==> src/rtl/riscv_imem_loader.sv <==
// riscv_imem_loader: assembles RV32I words from mnemonic/field tuples and
// writes them into instruction memory from word 0 upward. The core is held in
// reset until the program is loaded.
// Optional feature macro: IMEM_NOP_PAD_EN (pad the rest of imem with NOPs).
module riscv_imem_loader #(
    parameter int IMEM_DEPTH = 64,
    parameter int ADDR_W     = $clog2(IMEM_DEPTH)
) (
    input  logic              clk,
    input  logic              reset,
    input  logic              in_valid,
    output logic              in_ready,
    input  logic [5:0]        in_op,
    input  logic [4:0]        in_rd,
    input  logic [4:0]        in_rs1,
    input  logic [4:0]        in_rs2,
    input  logic [12:0]       in_imm,
    input  logic              in_last,
    output logic              imem_we,
    output logic [ADDR_W-1:0] imem_addr,
    output logic [31:0]       imem_wdata,
    output logic              core_hold,
    output logic              done,
    output logic              full,
    output logic              err_illegal
);

    typedef enum logic [2:0] {ST_IDLE, ST_ENC, ST_WR, ST_PAD, ST_DONE} state_t;

    localparam logic [6:0]        OPC_BRANCH = 7'b1100011;
    localparam logic [6:0]        OPC_LOAD   = 7'b0000011;
    localparam logic [6:0]        OPC_STORE  = 7'b0100011;
    localparam logic [6:0]        OPC_OPIMM  = 7'b0010011;
    localparam logic [6:0]        OPC_OP     = 7'b0110011;
    localparam logic [31:0]       NOP_WORD   = 32'h0000_0013;
    localparam logic [ADDR_W-1:0] LAST_ADDR  = ADDR_W'(IMEM_DEPTH - 1);

    // Instruction formats as seen by the encoder
    localparam logic [2:0] K_B = 3'd0, K_L = 3'd1, K_S = 3'd2, K_I = 3'd3,
                           K_SH = 3'd4, K_R = 3'd5, K_ILL = 3'd7;

    // Returns {legal, machine_word}; unknown op codes come back with legal=0.
    function automatic logic [32:0] encode_rv32i(
        input logic [5:0]  op,
        input logic [4:0]  rd,
        input logic [4:0]  rs1,
        input logic [4:0]  rs2,
        input logic [12:0] imm
    );
        logic [2:0]  kind;
        logic [2:0]  f3;
        logic [6:0]  f7;
        logic [31:0] word;
        logic        legal;
        kind = K_ILL;
        f3   = 3'b000;
        f7   = 7'b0000000;
        case (op)
            6'd0:  begin kind = K_B;  f3 = 3'b000; end
            6'd1:  begin kind = K_B;  f3 = 3'b001; end
            6'd2:  begin kind = K_B;  f3 = 3'b100; end
            6'd3:  begin kind = K_B;  f3 = 3'b101; end
            6'd4:  begin kind = K_B;  f3 = 3'b110; end
            6'd5:  begin kind = K_B;  f3 = 3'b111; end
            6'd6:  begin kind = K_L;  f3 = 3'b000; end
            6'd7:  begin kind = K_L;  f3 = 3'b001; end
            6'd8:  begin kind = K_L;  f3 = 3'b010; end
            6'd9:  begin kind = K_L;  f3 = 3'b100; end
            6'd10: begin kind = K_L;  f3 = 3'b101; end
            6'd11: begin kind = K_S;  f3 = 3'b000; end
            6'd12: begin kind = K_S;  f3 = 3'b001; end
            6'd13: begin kind = K_S;  f3 = 3'b010; end
            6'd14: begin kind = K_I;  f3 = 3'b000; end
            6'd15: begin kind = K_I;  f3 = 3'b010; end
            6'd16: begin kind = K_I;  f3 = 3'b011; end
            6'd17: begin kind = K_I;  f3 = 3'b100; end
            6'd18: begin kind = K_I;  f3 = 3'b110; end
            6'd19: begin kind = K_I;  f3 = 3'b111; end
            6'd20: begin kind = K_SH; f3 = 3'b001; end
            6'd21: begin kind = K_SH; f3 = 3'b101; end
            6'd22: begin kind = K_SH; f3 = 3'b101; f7 = 7'b0100000; end
            6'd23: begin kind = K_R;  f3 = 3'b000; end
            6'd24: begin kind = K_R;  f3 = 3'b000; f7 = 7'b0100000; end
            6'd25: begin kind = K_R;  f3 = 3'b001; end
            6'd26: begin kind = K_R;  f3 = 3'b010; end
            6'd27: begin kind = K_R;  f3 = 3'b011; end
            6'd28: begin kind = K_R;  f3 = 3'b100; end
            6'd29: begin kind = K_R;  f3 = 3'b101; end
            6'd30: begin kind = K_R;  f3 = 3'b101; f7 = 7'b0100000; end
            6'd31: begin kind = K_R;  f3 = 3'b110; end
            6'd32: begin kind = K_R;  f3 = 3'b111; end
            default: begin kind = K_ILL; f3 = 3'b000; end
        endcase
        legal = 1'b1;
        case (kind)
            K_B:  word = {imm[12], imm[10:5], rs2, rs1, f3, imm[4:1], imm[11], OPC_BRANCH};
            K_L:  word = {imm[11:0], rs1, f3, rd, OPC_LOAD};
            K_S:  word = {imm[11:5], rs2, rs1, f3, imm[4:0], OPC_STORE};
            K_I:  word = {imm[11:0], rs1, f3, rd, OPC_OPIMM};
            K_SH: word = {f7, imm[4:0], rs1, f3, rd, OPC_OPIMM};
            K_R:  word = {f7, rs2, rs1, f3, rd, OPC_OP};
            default: begin
                word  = 32'h0000_0000;
                legal = 1'b0;
            end
        endcase
        return {legal, word};
    endfunction

    state_t              state_r, state_s;
    logic [5:0]          op_r, op_s;
    logic [4:0]          rd_r, rd_s, rs1_r, rs1_s, rs2_r, rs2_s;
    logic [12:0]         imm_r, imm_s;
    logic                last_r, last_s;
    logic                in_ready_r, in_ready_s;
    logic                we_r, we_s;
    logic [ADDR_W-1:0]   addr_r, addr_s;
    logic [31:0]         wdata_r, wdata_s;
    logic                core_hold_r, core_hold_s;
    logic                done_r, done_s;
    logic                full_r, full_s;
    logic                err_r, err_s;
    logic [32:0]         enc_s;

    // Next-state and next-output computation for the load sequencer
    always_comb begin
        state_s     = state_r;
        op_s        = op_r;
        rd_s        = rd_r;
        rs1_s       = rs1_r;
        rs2_s       = rs2_r;
        imm_s       = imm_r;
        last_s      = last_r;
        we_s        = 1'b0;
        addr_s      = addr_r;
        wdata_s     = wdata_r;
        full_s      = full_r;
        err_s       = err_r;
        enc_s       = encode_rv32i(op_r, rd_r, rs1_r, rs2_r, imm_r);
        case (state_r)
            ST_IDLE: begin
                if (in_valid) begin
                    op_s    = in_op;
                    rd_s    = in_rd;
                    rs1_s   = in_rs1;
                    rs2_s   = in_rs2;
                    imm_s   = in_imm;
                    last_s  = in_last;
                    state_s = ST_ENC;
                end else begin
                    state_s = ST_IDLE;
                end
            end
            ST_ENC: begin
                if (enc_s[32]) begin
                    wdata_s = enc_s[31:0];
                    we_s    = 1'b1;
                    state_s = ST_WR;
                end else begin
                    // Illegal op: flag it, skip the write, keep the address
                    err_s   = 1'b1;
                    state_s = last_r ? ST_DONE : ST_IDLE;
                end
            end
            ST_WR: begin
                if (addr_r == LAST_ADDR) begin
                    full_s  = 1'b1;
                    state_s = ST_DONE;
                end else begin
                    addr_s = addr_r + ADDR_W'(1);
                    if (last_r) begin
`ifdef IMEM_NOP_PAD_EN
                        we_s    = 1'b1;
                        wdata_s = NOP_WORD;
                        state_s = ST_PAD;
`else
                        state_s = ST_DONE;
`endif
                    end else begin
                        state_s = ST_IDLE;
                    end
                end
            end
`ifdef IMEM_NOP_PAD_EN
            ST_PAD: begin
                if (addr_r == LAST_ADDR) begin
                    full_s  = 1'b1;
                    state_s = ST_DONE;
                end else begin
                    addr_s  = addr_r + ADDR_W'(1);
                    we_s    = 1'b1;
                    wdata_s = NOP_WORD;
                    state_s = ST_PAD;
                end
            end
`endif
            ST_DONE: begin
                state_s = ST_DONE;
            end
            default: begin
                state_s = ST_IDLE;
            end
        endcase
        in_ready_s  = (state_s == ST_IDLE);
        done_s      = (state_s == ST_DONE);
        core_hold_s = (state_s != ST_DONE);
    end

    // State and registered-output update, async reset to the idle/hold state
    always_ff @(posedge clk or posedge reset) begin
        if (reset) begin
            state_r     <= ST_IDLE;
            op_r        <= 6'd0;
            rd_r        <= 5'd0;
            rs1_r       <= 5'd0;
            rs2_r       <= 5'd0;
            imm_r       <= 13'd0;
            last_r      <= 1'b0;
            in_ready_r  <= 1'b1;
            we_r        <= 1'b0;
            addr_r      <= '0;
            wdata_r     <= 32'h0000_0000;
            core_hold_r <= 1'b1;
            done_r      <= 1'b0;
            full_r      <= 1'b0;
            err_r       <= 1'b0;
        end else begin
            state_r     <= state_s;
            op_r        <= op_s;
            rd_r        <= rd_s;
            rs1_r       <= rs1_s;
            rs2_r       <= rs2_s;
            imm_r       <= imm_s;
            last_r      <= last_s;
            in_ready_r  <= in_ready_s;
            we_r        <= we_s;
            addr_r      <= addr_s;
            wdata_r     <= wdata_s;
            core_hold_r <= core_hold_s;
            done_r      <= done_s;
            full_r      <= full_s;
            err_r       <= err_s;
        end
    end

    assign in_ready    = in_ready_r;
    assign imem_we     = we_r;
    assign imem_addr   = addr_r;
    assign imem_wdata  = wdata_r;
    assign core_hold   = core_hold_r;
    assign done        = done_r;
    assign full        = full_r;
    assign err_illegal = err_r;

endmodule

==> config.mk <==
export PLATFORM = sky130hd
export DESIGN_NAME = riscv_imem_loader
export DESIGN_NICKNAME = d
export VERILOG_FILES = /design/src/rtl/riscv_imem_loader.sv
export SDC_FILE = /design/constraint.sdc
export NUM_CORES = 1
export LEC_CHECK = 0
export CAP_MARGIN = 20
export CORE_MARGIN = 2
export CORE_UTILIZATION = 45
export DETAILED_ROUTE_END_ITERATION = 6
export GPL_ROUTABILITY_DRIVEN = 0
export PLACE_DENSITY = 0.73
export RECOVER_POWER = 100
export SLEW_MARGIN = 20
export SYNTH_ARGS = -nofsm -noshare
export SYNTH_HDL_FRONTEND = slang
export SYNTH_SLANG_ARGS = --single-unit
==> constraint.sdc <==
create_clock -name clk -period 3.8 [get_ports clk]
set_input_delay 0.76 -clock clk [delete_from_list [all_inputs] [get_ports clk]]
set_output_delay 0.76 -clock clk [all_outputs]
set_load 0.01 [all_outputs]
# Word level (Yosys, flattened, before mapping)
# Cells that the tools add are included.
dict set report classes {
  eq_ne 43
  reduce_logical 24
  n_bitwise 2
  n_addsub 1
  muxes 12
}
# op count
set ops {}
lappend ops {{32-bit one-hot mux with 6 select lines} 1}
lappend ops {{6-bit by 5-bit equality test with 1-bit output, second input constant} 16}
lappend ops {{6-bit by 4-bit equality test with 1-bit output, second input constant} 8}
lappend ops {{6-bit by 3-bit equality test with 1-bit output, second input constant} 4}
lappend ops {{6-bit OR reduction} 4}
lappend ops {{3-bit one-hot mux with 7 select lines} 1}
lappend ops {{3-bit one-hot mux with 6 select lines} 1}
lappend ops {{3-bit OR reduction} 5}
lappend ops {{3-bit equality test, second input constant} 4}
lappend ops {{6-bit by 2-bit equality test with 1-bit output, second input constant} 2}
lappend ops {{6-bit equality test, second input constant} 2}
lappend ops {{3-bit one-hot mux with 4 select lines} 1}
lappend ops {{2-bit AND reduction} 5}
lappend ops {{10-bit OR reduction} 1}
lappend ops {{5-bit OR reduction} 2}
lappend ops {{3-bit by 2-bit equality test with 1-bit output, second input constant} 3}
lappend ops {{3-bit logical NOT} 3}
lappend ops {{3-bit 2-to-1 mux} 3}
lappend ops {{4-bit OR reduction} 2}
lappend ops {{6-bit by 1-bit adder with 6-bit output, second input constant} 1}
lappend ops {{3-bit by 1-bit equality test with 1-bit output, second input constant} 2}
lappend ops {{6-bit by 1-bit equality test with 1-bit output, second input constant} 1}
lappend ops {{6-bit logical NOT} 1}
lappend ops {{6-bit 2-to-1 mux} 1}
lappend ops {{other kinds (4)} 8}
dict set report totals {
  input_bits 38
  output_inout_bits 44
  ff_bits 82
  wordCells 97
}

# Logic depth before layout (Yosys ltp)
dict set report depth {
  word_depth 9
  depth_mapped 12
  mapped_depth_nobuf 9
}

# Worst setup path before layout
# OpenSTA, ideal clock, no wires.
dict set report synth_path {
  path_kind {reg-to-reg}
  start {register op_r[1]}
  end {register wdata_r[21] (netlist: imem_wdata[21])}
  period_less_slack_ns 2.602
  setup_ns 0.126
  path_buffers 1
  path_stages_with_launch 11
  arrival_ns 2.476
  setup_slack_ns 1.198
  t_required_ns 3.674
  cell_sequence {dfrtp_1 or4b_4 mux2i_4 inv_1 ha_1 o21bai_1 a22oi_1 o31ai_2 buf_2 and2_1 a221o_1}
}
dict set report synth_between {
  elab_chain_len 7
  elab_cells_between_ends 50
  cone_classes {eq/ne (37); mux (3); reduce/logical (10)}
}
# item line_no
set synth_lines {}
lappend synth_lines {{start: declaration} 111} ;# logic [5:0] op_r, op_s;
lappend synth_lines {{start signal: assignment} 229} ;# op_r <= op_s;
lappend synth_lines {{6-bit equality test (tied with other cells)} 58} ;# case (op)
lappend synth_lines {{10-bit OR reduction (no source line) (tied with other cells)} -}
lappend synth_lines {{3-bit one-hot mux with 6 select lines *} 58}
lappend synth_lines {{3-bit equality test (tied with other cells)} 95} ;# case (kind)
lappend synth_lines {{6-bit OR reduction (no source line)} -}
lappend synth_lines {{1-bit 2-to-1 mux} 95}
lappend synth_lines {{2-bit AND reduction (no source line)} -}
lappend synth_lines {{end signal: assignment} 238} ;# wdata_r <= wdata_s;
lappend synth_lines {{end: declaration} 118} ;# logic [31:0] wdata_r, wdata_s;
# Every way passes the cells marked *; elsewhere a longest branch is shown, timed or not.
# A chain may end at the register's enable or synchronous reset.

# Final worst setup path
dict set report layout_path {
  start {register op_r[4]}
  end {register wdata_r[26] (netlist: imem_wdata[26])}
}
# Same word-level chain as after synthesis.

==> impl_metrics.csv <==
group,metric,value,unit
floorplanning,std_cell_rows,33,
cts,cts_tree,"yes",
logic_synthesis,synth_area,0.00377,mm²
final_layout,final_nets,439,
final_layout,stdcell_count,507,
hold_path,min-delay-start,"imem_wdata[6]$_DFFE_PP0P_",
setup_path,r2r-start,"op_r[4]$_DFFE_PP0P_",
hold_path,hold_path.class,"flip-flop to flip-flop",
power_and_ir_drop,p_leak,2.10,nW
global_route,antenna_found_initial,0,
placed_design,pre_cts_ws,0.572,ns
detailed_routing,drc,0,
hold_path,min_to,"imem_wdata[6]$_DFFE_PP0P_",
global_route,grt_max_degree,43,
timing,worst_slew_pin_slew,2.14,ns
floorplanning,die-area,0.00913,mm²
timing,post-route-min-period,3.31,ns
setup_path,reg2reg_to,"imem_wdata[26]$_DFFE_PP0P_",
global_route,grtUsageTotal,19.3,%
placed_design,place_inst,491,
logic_synthesis,netlist_instances,323,
logic_synthesis,syn_area_per_cell,11.7,µm²
logic_synthesis,ys_ff_latch,78,
logic_synthesis,synth_ff_type,"dfrtp_1",
power_and_ir_drop,ir_drop,0.355,mV
power_and_ir_drop,power,4.34,mW
setup_path,critical_path.endpoint_type,"flip-flop",
cts,cts-htree-levels,3,
timing,rsz0062_at_grt,"no",
setup_path,cp_max_fo,23,
logic_synthesis,ys_types,65,
logic_synthesis,synth_edf_count,0,
timing,max_slew_margin,-42.4,%
cts,clkLatencyLatePin,0.34,ns
cts,cts-buffers-inserted,9,
timing,finalSetupTns,0,ns
placed_design,numPortBuffers,79,
timing,hold_ws,0.478,ns
setup_path,startpoint_type,"flip-flop",
floorplanning,pin_count,82,
run_status,violations,"max-capacitance violations, max-slew violations",
global_route,grt_pass1_wl,13.7,mm
setup_path,rr_worst_depth,9,
timing,timing.final.ws_setup,0.493,ns
timing,final_max_slew_viol_count,80,
logic_synthesis,async_flop_share,100,%
cts,cts.sink_count,78,
floorplanning,die_w,95.6,µm
final_layout,diodes,0,
cts,clk_pin_slew,0.08,ns
timing,hold_viol,0,
floorplanning,die_h,95.6,µm
final_layout,areaGrowthSynthToFinish,28.7,%
global_route,grt_overflow,0,
final_layout,final_cell_mix,"dfrtp_1, dlygate4sd3_1, clkdlybuf4s50_1, mux2_2, nand2_1",
cts,cts_max_path_buffers,2,
power_and_ir_drop,power_density,894,mW/mm²
cts,hold_buffers,0,
setup_path,worstSetupPathType,"flip-flop to flip-flop",
floorplanning,core,0.00818,mm²
detailed_routing,routed_wl,8.30,mm
detailed_routing,wl_per_cell,16.4,µm
setup_path,critical_path_required,4.03,ns
hold_path,whs_path_depth,2,
detailed_routing,viasPerCell,5.52,
global_route,grt_pass1_vias,2775,
timing,period_share,87.0,%
cts,root_buffer,"clkbuf_8",
detailed_routing,vias,2799,
placed_design,hpwlAfterDp,5.94,mm
setup_path,r2r_setup_slack,0.49,ns
floorplanning,start_util,46.1,%
final_layout,mostFrequentLayoutCell,"dfrtp_1",
timing,fmax,302,MHz
logic_synthesis,ys_seq_area_share,51.8,%
setup_path,arrival,3.54,ns
cts,ctsResizeCount,0,
timing,clock_skew,0.00914,ns
final_layout,drive_above_1_share,16.9,%
job,maxCapViolCount,2,
run_status,status,"finished, violations left",
logic_synthesis,synth_warnings,0,
cts,postCtsSetupBuffers,0,
timing,setup_viol,0,
detailed_routing,ant_nets,0,
detailed_routing,drt_iter0_markers,163,
detailed_routing,drt_first_pass_iters,4,
==> where the power goes <==
group	switching (mW)	total, mW	internal [mW]
clock network	0.312	0.750	0.439
registers	0.336	1.54	1.20
logic	1.01	2.05	1.04
total	1.66	4.34	2.68
==> Yosys cell counts, types with 2 or more instances <==
cell / instances / area share [%]
a22o_1: 18 / 4.2
dfrtp_1: 76 / 50
nand2b_1: 5 / 0.83
nor2_1: 9 / 0.90
ha_1: 4 / 1.3
a21boi_0: 2 / 0.40
nand3_1: 2 / 0.27
dfstp_2: 2 / 1.4
a21o_1: 3 / 0.60
o31ai_1: 2 / 0.40
nand2_1: 26 / 2.6
clkbuf_1: 8 / 0.80
inv_1: 10 / 1.0
a211oi_2: 2 / 0.66
buf_4: 3 / 0.60
buf_2: 11 / 1.5
o21ai_0: 11 / 1.5
a22oi_1: 3 / 0.60
xnor2_1: 5 / 1.2
and3_1: 2 / 0.33
mux2_1: 5 / 1.5
o21bai_1: 3 / 0.60
nor2b_1: 11 / 1.8
or2_2: 3 / 0.50
nor4b_2: 2 / 0.80
o2bb2ai_1: 3 / 0.70
a211oi_1: 3 / 0.60
and2_1: 6 / 1.0
nand4_1: 2 / 0.33
a32o_1: 4 / 1.1
a21oi_1: 9 / 1.2
a221o_1: 5 / 1.3
mux2_2: 31 / 9.3
==> routing by layer <==
layer  share of wire (%)  vias up  GRT usage, %  wire [µm]
met1                  45     1396          26.4       3710
met4                 1.2        0          5.36         97
li1                    -     1314             -          -
met3                 5.0       11          4.51        411
met2                  49       78          30.9       4080
met5                   0        -             0          0
==> area by class of cell <==
| cell class | instances | area, µm² |
|---|---|---|
| multi-input combinational | 213 | 1670 |
| timing repair buffer | 85 | 820 |
| fill | 687 | 3320 |
| clock buffer | 9 | 124 |
| inverter | 10 | 38.8 |
| clock inverter | 7 | 120 |
| tap | 105 | 131 |
| sequential | 78 | 1950 |
==> logic make-up after synthesis <==
| group | after synthesis | synth area share, % |
|---|---|---|
| AO/OA/AOI/OAI | 86 | 18.7 |
| flip-flops | 78 | 51.8 |
| AND/OR/NAND/NOR | 78 | 11.4 |
| multiplexers | 37 | 11.3 |
| buffers and inverters | 33 | 3.95 |
| XOR/XNOR | 6 | 1.39 |
| adder cells (fa/ha/maj) | 4 | 1.33 |
| other | 1 | 0.0994 |
==> per-stage QoR <==
step | utilization, % | area (µm²)
after floorplan | - | 3780
after global placement | 56.9 | 4650
after detailed placement | 56.9 | 4650
after CTS | 59.9 | 4890
after global routing | 59.4 | 4860
final | 59.4 | 4860
==> state kept, by name, indices dropped and copies added (netlist names), 2 cells and up <==
register    count
imem_addr       6
imem_wdata     29
imm_r          13
op_r            6
rd_r            5
rs1_r           5
rs2_r           5
state_r         2
==> worst max path at each step <==
stage                                   start                    endpoint  slack, ns  depth (start not counted)
after CTS                 op_r[4]$_DFFE_PP0P_  imem_wdata[22]$_DFFE_PP0P_       0.56                          9
after detailed placement  op_r[4]$_DFFE_PP0P_  imem_wdata[22]$_DFFE_PP0P_       0.57                          9
final                     op_r[4]$_DFFE_PP0P_  imem_wdata[26]$_DFFE_PP0P_       0.49                          9
after global placement    op_r[4]$_DFFE_PP0P_  imem_wdata[22]$_DFFE_PP0P_       0.75                          9
after global routing                 in_valid        imm_r[9]$_DFFE_PP0P_       0.27                          4
after floorplan                         reset              done$_DFF_PP0_       1.05                          1
==> critical path, cell delays in order, from the launching register on <==
cell and delay, ns:
dfrtp_1 0.61, or4b_1 0.65, mux2i_4 0.26, inv_1 0.11
ha_1 0.24, o21bai_1 0.19, a22oi_1 0.32, o31ai_4 0.19
clkbuf_2 0.31, a22o_1 0.31
No activity file was read; power rests on OpenSTA's default activity.
